**config.mk**
```make
export PLATFORM = sky130hd
export DESIGN_NAME = adder_share_ctrl_flat
export DESIGN_NICKNAME = d
export VERILOG_FILES = /design/src/rtl/adder_share_ctrl_if.sv /design/src/rtl/adder_share_ctrl.sv /design/src/flat_wrapper.sv
export SDC_FILE = /design/constraint.sdc
export NUM_CORES = 1
export LEC_CHECK = 0
export ABC_CLOCK_PERIOD_IN_PS = 1700
export CAP_MARGIN = 0
export CORE_ASPECT_RATIO = 0.7
export CORE_MARGIN = 5
export CORE_UTILIZATION = 44
export CTS_CLUSTER_SIZE = 16
export DETAILED_ROUTE_END_ITERATION = 7
export HOLD_SLACK_MARGIN = 0.05
export PLACE_DENSITY = 0.91
export SLEW_MARGIN = 0
export SYNTH_ARGS = -nofsm -noshare
export SYNTH_HDL_FRONTEND = slang
export SYNTH_SLANG_ARGS = --single-unit
```
**constraint.sdc**
```tcl
create_clock -name clk -period 1.7 [get_ports clk]
set_clock_uncertainty 0.15 [all_clocks]
set_input_delay 0.255 -clock clk [delete_from_list [all_inputs] [get_ports clk]]
set_output_delay 0.255 -clock clk [all_outputs]
set_load 0.01 [all_outputs]
```
**src/rtl/adder_share_ctrl_if.sv**
```systemverilog
// Requester, response and shared-adder signals of adder_share_ctrl.
// The controller takes the slave view. It serves the requesters and the
// response consumer, and it also drives the shared adder's operands.
// The master view belongs to whatever surrounds the controller:
// the requesters, the consumer and the adder itself.
interface adder_share_ctrl_if #(
  parameter int HALF_W = 5
);
  logic                  req0_valid;
  logic [2*HALF_W-1:0]   req0_a;
  logic [2*HALF_W-1:0]   req0_b;
  logic                  req0_ready;
  logic                  req1_valid;
  logic [2*HALF_W-1:0]   req1_a;
  logic [2*HALF_W-1:0]   req1_b;
  logic                  req1_ready;
  logic [HALF_W-1:0]     add_x;
  logic [HALF_W-1:0]     add_y;
  logic [HALF_W-1:0]     add_s;
  logic                  add_c5;
  logic                  resp_valid;
  logic                  resp_ready;
  logic                  resp_id;
  logic [2*HALF_W-1:0]   resp_sum;
  logic                  resp_cout;
  logic                  busy;
  logic [7:0]            op_count;

  modport slave (
    input  req0_valid, req0_a, req0_b, req1_valid, req1_a, req1_b,
    input  add_s, add_c5, resp_ready,
    output req0_ready, req1_ready, add_x, add_y,
    output resp_valid, resp_id, resp_sum, resp_cout, busy, op_count
  );

  modport master (
    output req0_valid, req0_a, req0_b, req1_valid, req1_a, req1_b,
    output add_s, add_c5, resp_ready,
    input  req0_ready, req1_ready, add_x, add_y,
    input  resp_valid, resp_id, resp_sum, resp_cout, busy, op_count
  );
endinterface

```
**src/rtl/adder_share_ctrl.sv**
```systemverilog
// Shares one HALF_W-bit adder between two requesters to produce
// 2*HALF_W-bit sums. Requesters are served round-robin.
// Each add runs as a low pass and then a high pass. When the low pass
// carries, an extra pass adds 1 into the upper half.
// The result leaves on a valid/ready channel tagged with the requester id.
module adder_share_ctrl #(
  parameter int HALF_W  = 5,
  parameter bit RR_INIT = 1'b1
) (
  input  logic              clk,
  input  logic              rst_n,
  adder_share_ctrl_if.slave bus
);
  localparam int W = 2 * HALF_W;

  typedef enum logic [2:0] {
    S_IDLE = 3'd0,
    S_LO   = 3'd1,
    S_HI   = 3'd2,
    S_INC  = 3'd3,
    S_RESP = 3'd4
  } state_t;

  state_t          r_state;
  state_t          w_next;
  logic [W-1:0]    r_a;
  logic [W-1:0]    r_b;
  logic [W-1:0]    r_sum;
  logic            r_id;
  logic            r_c_lo;
  logic            r_c_hi;
  logic            r_last_grant;
  logic [7:0]      r_op_count;
  logic            w_gnt0;
  logic            w_gnt1;
  logic            w_cap;

  // Round-robin grant, offered only while idle; contention goes to the requester not served last
  always_comb begin
    w_gnt0 = 1'b0;
    w_gnt1 = 1'b0;
    if (r_state == S_IDLE) begin
      if (bus.req0_valid && bus.req1_valid) begin
        w_gnt0 = r_last_grant;
        w_gnt1 = ~r_last_grant;
      end else begin
        w_gnt0 = bus.req0_valid;
        w_gnt1 = bus.req1_valid;
      end
    end
  end

  assign w_cap          = w_gnt0 | w_gnt1;
  assign bus.req0_ready = w_gnt0;
  assign bus.req1_ready = w_gnt1;

  // State register
  always_ff @(posedge clk or negedge rst_n) begin
    if (!rst_n) r_state <= S_IDLE;
    else        r_state <= w_next;
  end

  // Next-state: the increment pass runs only when the low half carried
  always_comb begin
    w_next = r_state;
    case (r_state)
      S_IDLE:  if (w_cap) w_next = S_LO;
      S_LO:    w_next = S_HI;
      S_HI:    w_next = r_c_lo ? S_INC : S_RESP;
      S_INC:   w_next = S_RESP;
      S_RESP:  if (bus.resp_ready) w_next = S_IDLE;
      default: w_next = S_IDLE;
    endcase
  end

  // Shared-adder operands for the current pass; zero when no pass is running
  always_comb begin
    bus.add_x = '0;
    bus.add_y = '0;
    case (r_state)
      S_LO: begin
        bus.add_x = r_a[HALF_W-1:0];
        bus.add_y = r_b[HALF_W-1:0];
      end
      S_HI: begin
        bus.add_x = r_a[W-1:HALF_W];
        bus.add_y = r_b[W-1:HALF_W];
      end
      S_INC: begin
        bus.add_x = r_sum[W-1:HALF_W];
        bus.add_y = {{(HALF_W-1){1'b0}}, 1'b1};
      end
      default: ;
    endcase
  end

  // Operand capture, per-pass result collection and completion count
  always_ff @(posedge clk or negedge rst_n) begin
    if (!rst_n) begin
      r_a          <= '0;
      r_b          <= '0;
      r_sum        <= '0;
      r_id         <= 1'b0;
      r_c_lo       <= 1'b0;
      r_c_hi       <= 1'b0;
      r_last_grant <= RR_INIT;
      r_op_count   <= 8'd0;
    end else begin
      case (r_state)
        S_IDLE: begin
          if (w_cap) begin
            r_a          <= w_gnt1 ? bus.req1_a : bus.req0_a;
            r_b          <= w_gnt1 ? bus.req1_b : bus.req0_b;
            r_id         <= w_gnt1;
            r_last_grant <= w_gnt1;
          end
        end
        S_LO: begin
          r_sum[HALF_W-1:0] <= bus.add_s;
          r_c_lo            <= bus.add_c5;
        end
        S_HI: begin
          r_sum[W-1:HALF_W] <= bus.add_s;
          r_c_hi            <= bus.add_c5;
        end
        S_INC: begin
          // The high pass and the increment cannot both carry; OR keeps either
          r_sum[W-1:HALF_W] <= bus.add_s;
          r_c_hi            <= r_c_hi | bus.add_c5;
        end
        S_RESP: begin
          if (bus.resp_ready) r_op_count <= r_op_count + 8'd1;
        end
        default: ;
      endcase
    end
  end

  assign bus.resp_valid = (r_state == S_RESP);
  assign bus.resp_id    = r_id;
  assign bus.resp_sum   = r_sum;
  assign bus.resp_cout  = r_c_hi;
  assign bus.busy       = (r_state != S_IDLE);
  assign bus.op_count   = r_op_count;
endmodule

```
**src/flat_wrapper.sv**
```systemverilog
// flat-port wrapper written by rule: the top's interface ports become plain ports
module adder_share_ctrl_flat 
#(
  parameter int HALF_W  = 5,
  parameter bit RR_INIT = 1'b1
)
  (clk, rst_n, bus_req0_valid, bus_req0_a, bus_req0_b, bus_req1_valid, bus_req1_a, bus_req1_b, bus_add_s, bus_add_c5, bus_resp_ready, bus_req0_ready, bus_req1_ready, bus_add_x, bus_add_y, bus_resp_valid, bus_resp_id, bus_resp_sum, bus_resp_cout, bus_busy, bus_op_count);
  adder_share_ctrl_if #(.HALF_W(HALF_W)) bus_i ();
  input  logic clk;
  input  logic rst_n;
  input wire logic [$bits(bus_i.req0_valid)-1:0] bus_req0_valid;
  input wire logic [$bits(bus_i.req0_a)-1:0] bus_req0_a;
  input wire logic [$bits(bus_i.req0_b)-1:0] bus_req0_b;
  input wire logic [$bits(bus_i.req1_valid)-1:0] bus_req1_valid;
  input wire logic [$bits(bus_i.req1_a)-1:0] bus_req1_a;
  input wire logic [$bits(bus_i.req1_b)-1:0] bus_req1_b;
  input wire logic [$bits(bus_i.add_s)-1:0] bus_add_s;
  input wire logic [$bits(bus_i.add_c5)-1:0] bus_add_c5;
  input wire logic [$bits(bus_i.resp_ready)-1:0] bus_resp_ready;
  output wire logic [$bits(bus_i.req0_ready)-1:0] bus_req0_ready;
  output wire logic [$bits(bus_i.req1_ready)-1:0] bus_req1_ready;
  output wire logic [$bits(bus_i.add_x)-1:0] bus_add_x;
  output wire logic [$bits(bus_i.add_y)-1:0] bus_add_y;
  output wire logic [$bits(bus_i.resp_valid)-1:0] bus_resp_valid;
  output wire logic [$bits(bus_i.resp_id)-1:0] bus_resp_id;
  output wire logic [$bits(bus_i.resp_sum)-1:0] bus_resp_sum;
  output wire logic [$bits(bus_i.resp_cout)-1:0] bus_resp_cout;
  output wire logic [$bits(bus_i.busy)-1:0] bus_busy;
  output wire logic [$bits(bus_i.op_count)-1:0] bus_op_count;
  assign bus_i.req0_valid = bus_req0_valid;
  assign bus_i.req0_a = bus_req0_a;
  assign bus_i.req0_b = bus_req0_b;
  assign bus_i.req1_valid = bus_req1_valid;
  assign bus_i.req1_a = bus_req1_a;
  assign bus_i.req1_b = bus_req1_b;
  assign bus_i.add_s = bus_add_s;
  assign bus_i.add_c5 = bus_add_c5;
  assign bus_i.resp_ready = bus_resp_ready;
  assign bus_req0_ready = bus_i.req0_ready;
  assign bus_req1_ready = bus_i.req1_ready;
  assign bus_add_x = bus_i.add_x;
  assign bus_add_y = bus_i.add_y;
  assign bus_resp_valid = bus_i.resp_valid;
  assign bus_resp_id = bus_i.resp_id;
  assign bus_resp_sum = bus_i.resp_sum;
  assign bus_resp_cout = bus_i.resp_cout;
  assign bus_busy = bus_i.busy;
  assign bus_op_count = bus_i.op_count;
  adder_share_ctrl #(.HALF_W(HALF_W), .RR_INIT(RR_INIT)) u_core (.clk(clk), .rst_n(rst_n), .bus(bus_i));
endmodule
```
==> insert_results.sql, run 1 <==
INSERT INTO impl_metrics (metric_group, metric, value, unit) VALUES
('floorplan', 'floorplan.io_pins', '85', ''),
('finish', 'drive_above_1_share', '35.13', '%'),
('cts', 'clock_sink_count', '45', ''),
('worst_setup_path', 'startpoint_type', 'register', ''),
('place', 'dp_worst_setup_slack', '-0.4254', 'ns'),
('global_routing', 'grt_overflow_total', '0', ''),
('synthesis', 'yosysSeqAreaShare', '49.13', '%'),
('worst_setup_path', 'setup.worst_path.end_class', 'output port', ''),
('finish', 'final_core_util', '75.23', '%'),
('timing', 'setup_violations', '37', ''),
('finish', 'finish.cell_count_without_fillers', '425', ''),
('run_status', 'violations', 'setup timing', ''),
('synthesis', 'yosys.cell_types.count', '35', ''),
('pwr', 'total_power', '0.007226', 'W'),
('floorplan', 'floorplan.initialDensity', '44.58', '%'),
('worst_setup_path', 'worst-setup-path-type', 'reg2out', ''),
('finish', 'syn2layout_area_growth', '68.76', '%'),
('synthesis', 'synth-seq-cells', '45', ''),
('timing', 'min_period_over_period', '117.6', '%'),
('drt', 'drt_pass1_iterations', '4', ''),
('cts', 'root_buffer_selected_by_cts', 'sky130_fd_sc_hd__clkbuf_8', ''),
('worst_setup_path', 'crit_path_max_fanout', '6', ''),
('cts', 'htree_num_levels', '2', ''),
('timing', 'timing.max_slew.rel_slack', '79.43', '%'),
('cts', 'tritoncts', 'done', ''),
('global_routing', 'grt_pass1_vias', '2413', ''),
('synthesis', 'mapped_nets', '285', ''),
('worst_setup_path', 'crit_chain', 'buf_12 > mux2_4 > a22oi_2 > nor2_2 > buf_2', ''),
('timing', 'hold_viol_final', '0', ''),
('worst_setup_path', 'rr_worst_depth', '8', ''),
('floorplan', 'core.rowCount', '22', ''),
('cts', 'cts.clk_slew.worst_paths', '0.08', 'ns'),
('drt', 'post-route-drc-count', '0', ''),
('flow_run', 'number_of_maximum_capacitance_constraint_violations', '0', ''),
('timing', 'slew_viol_final', '0', ''),
('synthesis', 'netlist_area', '2295', 'um^2'),
('worst_setup_path', 'timing.critical_path.slowest_cell_delay', '0.47', 'ns'),
('finish', 'layout.nets', '404', ''),
('finish', 'antenna-diode-count', '0', ''),
('cts', 'max-clock-path-buffers', '2', ''),
('drt', 'route.final.wire_length', '7.638', 'mm'),
('place', 'placed_cells', '401', ''),
('drt', 'initialDrtViolationCount', '163', ''),
('drt', 'antenna_violating_nets_post_route', '0', ''),
('cts', 'worst_skew_pair.late_latency', '0.29', 'ns'),
('pwr', 'irDropWorstVdd', '0.8592', 'mV'),
('drt', 'wl_per_cell', '17.97', 'um'),
('place', 'place_hpwl', '5.235', 'mm'),
('timing', 'final_period_minus_worst_setup_slack', '2.000', 'ns'),
('cts', 'cts_inserted_buffers', '5', ''),
('hold_path', 'timing.hold.worst.class', 'in2async', ''),
('place', 'placement.cell_area', '3395', 'um^2'),
('pwr', 'power_leakage', '1.654', 'nW'),
('worst_setup_path', 'crit-reg2reg-launch', 'u_core.r_state[0]', ''),
('floorplan', 'die_width', '96.32', 'um'),
('worst_setup_path', 'worst_path_max_delay_cell', 'sky130_fd_sc_hd__dfrtp_2', ''),
('synthesis', 'post_synth_inst_count', '233', ''),
('drt', 'dr_total_vias', '2322', ''),
('timing', 'clock.fmax', '500.1', 'MHz'),
('timing', 'setup_repair_after_global_routing_missed_its_margin', 'yes', ''),
('synthesis', 'ys_warnings', '0', ''),
('global_routing', 'antenna_found_initial', '0', ''),
('timing', 'worst_slew_pin_slew', '0.3076', 'ns'),
('floorplan', 'dieHeight', '70.42', 'um'),
('place', 'placement.io_buffers', '84', ''),
('pwr', 'power_density', '1866', 'nW/um^2'),
('worst_setup_path', 'cp.arrival', '1.59', 'ns'),
('global_routing', 'gr-usage-all-layers', '22.58', '%'),
('floorplan', 'die-area', '6783', 'um^2'),
('finish', 'postLayoutCellArea', '3872', 'um^2'),
('global_routing', 'grt_pass1_wl', '11.92', 'mm'),
('run_status', 'outcome', 'complete, but fails checks', ''),
('worst_setup_path', 'crit_path_start', 'u_core.r_state[0]', ''),
('floorplan', 'core-area', '5147', 'um^2'),
('synthesis', 'syn_area_per_cell', '9.849', 'um^2'),
('timing', 'finalWorstSetupSlack', '-0.2998', 'ns'),
('drt', 'vias_per_cell', '5.464', ''),
('global_routing', 'largest_net_degree_at_the_start_of_global_routing', '46', ''),
('place', 'place.gp.congestion', '0.8571', ''),
('worst_setup_path', 'cp_data_required_time', '1.29', 'ns');
-- routing by layer --
layer,wire length (um),track usage (%)
met1,3122,30.01
met2,3687,35.04
met3,596,5.920
met4,231,8.554
met5,0,0
-- cells by family (layout without fill, tap and decap cells) --
family,Yosys count,after routing,synth area share [%]
AO/OA/AOI/OAI,80,80,20.50
flip-flops,45,45,49.13
AND/OR/NAND/NOR,60,60,14.67
XOR/XNOR,7,7,2.672
buffers and inverters,24,144,4.635
adder cells (fa/ha/maj),1,1,0.5452
multiplexers,16,16,7.852
-- cells in the mapped netlist --
cell	n	area, um^2
sky130_fd_sc_hd__xor2_1	3	26.28
sky130_fd_sc_hd__nor4_2	1	12.51
sky130_fd_sc_hd__and2_1	1	6.260
sky130_fd_sc_hd__ha_1	1	12.51
sky130_fd_sc_hd__a31oi_1	20	125.1
sky130_fd_sc_hd__a22oi_1	10	75.07
sky130_fd_sc_hd__dfstp_2	1	26.28
sky130_fd_sc_hd__nor2_1	10	37.54
sky130_fd_sc_hd__mux2_2	13	146.4
sky130_fd_sc_hd__nor3b_1	1	7.510
sky130_fd_sc_hd__a21o_1	2	15.01
sky130_fd_sc_hd__a21boi_0	1	7.510
sky130_fd_sc_hd__nand3_1	22	110.1
sky130_fd_sc_hd__xnor2_1	4	35.03
sky130_fd_sc_hd__nand4bb_4	1	27.53
sky130_fd_sc_hd__o21ai_0	2	10.01
sky130_fd_sc_hd__a22o_1	2	17.52
sky130_fd_sc_hd__inv_2	1	3.750
sky130_fd_sc_hd__inv_1	3	11.26
sky130_fd_sc_hd__mux2_1	3	33.78
sky130_fd_sc_hd__nor2_2	1	6.260
sky130_fd_sc_hd__a21oi_1	23	115.1
sky130_fd_sc_hd__or2_2	1	6.260
sky130_fd_sc_hd__a21bo_2	1	10.01
sky130_fd_sc_hd__nand2_1	11	41.29
sky130_fd_sc_hd__dfrtp_1	44	1101
sky130_fd_sc_hd__nand2b_1	1	6.260
sky130_fd_sc_hd__clkbuf_1	7	26.28
sky130_fd_sc_hd__nor3_1	3	15.01
sky130_fd_sc_hd__nor3_4	1	16.27
sky130_fd_sc_hd__nor2b_1	3	18.77
sky130_fd_sc_hd__nand4_1	2	12.51
sky130_fd_sc_hd__o21ai_1	19	95.09
sky130_fd_sc_hd__and4bb_2	1	12.51
sky130_fd_sc_hd__buf_2	13	65.06
-- state kept, by name, indices dropped and copies added (netlist names) --
name and count:
u_core.bus.resp_sum 10, u_core.r_last_grant 1, u_core.r_c_lo 1, u_core.bus.resp_id 1, u_core.bus.resp_cout 1, u_core.r_state 3
u_core.r_b 10, u_core.r_a 10, u_core.bus.op_count 8
-- area by class of cell --
type	instances	area, um^2
Timing Repair Buffer	132	1297
Fill cell	347	1275
Multi-Input combinational cell	164	1252
Sequential cell	45	1131
Tap cell	72	90.09
Clock buffer	7	76.32
Inverter	4	17.52
Clock inverter	1	7.507
-- final timing paths --
check | endpoint | slack (ns)
min reg2reg | u_core.bus.op_count[7] | 0.32
max reg2reg | u_core.r_a[4] | -0.11
max in group asynchronous | u_core.r_last_grant | 0.80
max | bus_add_x[1] | -0.30
min | u_core.bus.resp_sum[9] | 0.32
min in group clk | u_core.bus.op_count[7] | 0.32
-- power breakdown --
| part | switching [W] | internal (W) | leakage, nW |
|---|---|---|---|
| clock | 0.000346 | 0.000291 | 0.0385 |
| sequential | 0.000436 | 0.00158 | 0.529 |
| combinational | 0.00211 | 0.00246 | 1.09 |
| total | 0.00290 | 0.00433 | 1.65 |
-- critical path: cells and delay by family, from the launching register on --
kind	cells	cell delay, ns
AO/OA/AOI/OAI	1	0.15
buffers and inverters	2	0.31
flip-flops	1	0.47
multiplexers	1	0.30
AND/OR/NAND/NOR	1	0.07
-- metrics by stage --
stage | TNS (ns) | hold WS [ns]
5_1_grt | -6.657 | 0.3408
6_report | -4.414 | 0.3174
2_1_floorplan | 0 | -0.1906
3_3_place_gp | -6.331 | 0.09878
4_1_cts | -2.902 | 0.3232
3_5_place_dp | -7.413 | 0.1003
-- layout by cell type (no fill, tap or decap), drive strengths merged, types with 2 or more instances in the layout --
master	count
o21ai	21
nor2b	3
a22oi	10
clkdlybuf4s50	62
a22o	2
dfrtp	44
inv	4
a21o	2
nand3	22
a31oi	20
nand4	2
buf	57
a21oi	23
nor3	4
xor2	3
mux2	16
nand2	11
xnor2	4
clkbuf	7
dlygate4sd2	6
nor2	11
clkdlybuf4s15	4
-- timing repair --
item | CTS | global route
buffers inserted | 5 | 9
hold buffers | 1 | 0
gates resized for setup | 95 | 36
pin swaps | 2 | 11
hold endpoints to repair | 45 | 0
cloned | 1 | 1
setup endpoints to repair | 43 | 51
No activity file was read; power rests on OpenSTA's default activity.
==> run 2, diff against run 1 <==
Settings changed: SKIP_LAST_GASP set to 1.
==> insert_results.sql, run 2 (synthesis results as in run 1) <==
INSERT INTO impl_metrics (metric_group, metric, value, unit) VALUES
('drt', 'route.final.wire_length', '7.705', 'mm'),
('worst_setup_path', 'startpoint_type', 'register', ''),
('worst_setup_path', 'setup.worst_path.end_class', 'output port', ''),
('timing', 'final_period_minus_worst_setup_slack', '2.003', 'ns'),
('pwr', 'power_leakage', '1.668', 'nW'),
('global_routing', 'grt_pass1_wl', '11.72', 'mm'),
('cts', 'max-clock-path-buffers', '2', ''),
('finish', 'antenna-diode-count', '0', ''),
('cts', 'clock_sink_count', '45', ''),
('finish', 'fillers', '354', ''),
('floorplan', 'die-area', '6783', 'um^2'),
('timing', 'clock.fmax', '499.3', 'MHz'),
('drt', 'wl_per_cell', '18.04', 'um'),
('finish', 'mostFrequentLayoutCell', 'sky130_fd_sc_hd__clkdlybuf4s50_1', ''),
('finish', 'drive_above_1_share', '34.65', '%'),
('finish', 'layout.nets', '406', ''),
('worst_setup_path', 'timing.critical_path.slowest_cell_delay', '0.46', 'ns'),
('cts', 'cts_inserted_buffers', '5', ''),
('worst_setup_path', 'cp.arrival', '1.60', 'ns'),
('pwr', 'irDropWorstVdd', '0.9072', 'mV'),
('cts', 'cts.clk_slew.worst_paths', '0.08', 'ns'),
('worst_setup_path', 'worst-path-buf-inv', '2', ''),
('place', 'place_hpwl', '5.235', 'mm'),
('cts', 'worst_skew_pair.late_latency', '0.29', 'ns'),
('drt', 'drt_pass1_iterations', '4', ''),
('timing', 'setup_repair_after_global_routing_missed_its_margin', 'yes', ''),
('drt', 'vias_per_cell', '5.541', ''),
('worst_setup_path', 'worst_path_max_delay_cell', 'sky130_fd_sc_hd__dfrtp_2', ''),
('drt', 'post-route-drc-count', '0', ''),
('run_status', 'violations', 'setup timing', ''),
('worst_setup_path', 'crit_chain', 'buf_12 > mux2_2 > a22oi_2 > nor2_2 > buf_2', ''),
('drt', 'initialDrtViolationCount', '154', ''),
('global_routing', 'antenna_found_initial', '0', ''),
('place', 'place.gp.congestion', '0.8571', ''),
('floorplan', 'floorplan.initialDensity', '44.58', '%'),
('floorplan', 'floorplan.io_pins', '85', ''),
('floorplan', 'dieHeight', '70.42', 'um'),
('timing', 'fin_setup_tns', '-4.195', 'ns'),
('cts', 'tritoncts', 'done', ''),
('cts', 'root_buffer_selected_by_cts', 'sky130_fd_sc_hd__clkbuf_8', ''),
('flow_run', 'number_of_maximum_capacitance_constraint_violations', '0', ''),
('worst_setup_path', 'cp_data_required_time', '1.29', 'ns'),
('finish', 'postLayoutCellArea', '3882', 'um^2'),
('timing', 'slew_viol_final', '0', ''),
('floorplan', 'core-area', '5147', 'um^2'),
('cts', 'htree_num_levels', '2', ''),
('global_routing', 'grt_overflow_total', '0', ''),
('timing', 'timing.max_slew.rel_slack', '74.93', '%'),
('worst_setup_path', 'worst-setup-path-type', 'reg2out', ''),
('place', 'dp_worst_setup_slack', '-0.4254', 'ns'),
('finish', 'syn2layout_area_growth', '69.19', '%'),
('worst_setup_path', 'path_delay_family', 'flip-flops', ''),
('run_status', 'outcome', 'complete, but fails checks', ''),
('timing', 'worst_slew_pin_slew', '0.3751', 'ns'),
('pwr', 'power_density', '1868', 'nW/um^2'),
('place', 'placement.cell_area', '3395', 'um^2'),
('timing', 'min_period_over_period', '117.8', '%'),
('timing', 'finalWorstSetupSlack', '-0.3029', 'ns'),
('drt', 'antenna_violating_nets_post_route', '0', ''),
('finish', 'mostFrequentLayoutCells', 'sky130_fd_sc_hd__clkdlybuf4s50_1, sky130_fd_sc_hd__dfrtp_1, sky130_fd_sc_hd__buf_4, sky130_fd_sc_hd__a21oi_1, sky130_fd_sc_hd__nand3_1', ''),
('worst_setup_path', 'crit_path_max_fanout', '6', ''),
('global_routing', 'largest_net_degree_at_the_start_of_global_routing', '46', ''),
('global_routing', 'grt_pass1_vias', '2396', ''),
('place', 'placement.io_buffers', '84', ''),
('timing', 'setup_violations', '47', ''),
('floorplan', 'core.rowCount', '22', ''),
('global_routing', 'gr-usage-all-layers', '22.20', '%'),
('hold_path', 'timing.hold.worst.class', 'in2async', ''),
('floorplan', 'die_width', '96.32', 'um'),
('timing', 'hold_viol_final', '0', ''),
('drt', 'dr_total_vias', '2366', '');
## run 2: layout make-up
cell class                      instances  area [um^2]  share of cell area [%]
Clock inverter                          1        7.507                  0.1934
Inverter                                4        17.52                  0.4512
Tap cell                               72        90.09                   2.320
Timing Repair Buffer                  134         1324                   34.10
Sequential cell                        45         1131                   29.13
Multi-Input combinational cell        164         1236                   31.84
Clock buffer                            7        76.32                   1.966
## run 2: report_power, final
part / leakage, nW / switching (W) / internal (W) / total (W)
sequential: 0.529 / 0.000423 / 0.00158 / 0.00200
clock: 0.0385 / 0.000345 / 0.000291 / 0.000636
combinational: 1.10 / 0.00212 / 0.00250 / 0.00462
total: 1.67 / 0.00289 / 0.00437 / 0.00725
## run 2: through the flow
stage | utilization, % | total power [W] | cells | hold slack, ns
floorplan | - | 0.003782 | 233 | -0.1906
detailed placement | 65.95 | 0.005582 | 401 | 0.1003
global route | 75.43 | 0.007678 | 427 | 0.3427
CTS | 70.32 | 0.006578 | 416 | 0.3232
finish | 75.43 | 0.007254 | 427 | 0.3226
global placement | 65.95 | 0.005413 | 401 | 0.09878
## run 2: metal layers
layer  global-route usage, %  part of all wire (%)
met2                   34.43                    48
met1                   29.74                    41
met5                       0                     0
met3                   5.597                   7.4
met4                   8.243                   3.7
## run 2: final timing paths
path	end	slack [ns]	start	depth (start not counted)
hold / removal	u_core.bus.resp_sum[9]	0.32	rst_n	3
setup / recovery	bus_add_x[1]	-0.30	u_core.r_state[0]	5
max in group asynchronous	u_core.r_last_grant	0.80	rst_n	3
setup reg to reg	u_core.r_b[0]	-0.07	u_core.r_state[0]	8
min in group clk	u_core.bus.op_count[7]	0.32	u_core.bus.op_count[7]	1
hold reg to reg	u_core.bus.op_count[7]	0.32	u_core.bus.op_count[7]	1
## run 2: worst register-to-register path, cell delays in order (launching register included)
cell	delay, ns
sky130_fd_sc_hd__dfrtp_2	0.47
sky130_fd_sc_hd__buf_12	0.15
sky130_fd_sc_hd__nor3_4	0.15
sky130_fd_sc_hd__buf_6	0.15
sky130_fd_sc_hd__buf_6	0.09
sky130_fd_sc_hd__buf_8	0.09
sky130_fd_sc_hd__and2_4	0.17
sky130_fd_sc_hd__buf_6	0.13
sky130_fd_sc_hd__a31oi_1	0.10
## run 2: what timing repair did
item	in CTS	in global routing
gates cloned	1	1
setup endpoints to repair	43	50
hold buffers	1	0
gates resized for setup	87	43
setup buffers	5	11
hold endpoints to repair	45	0
pin swaps	2	15
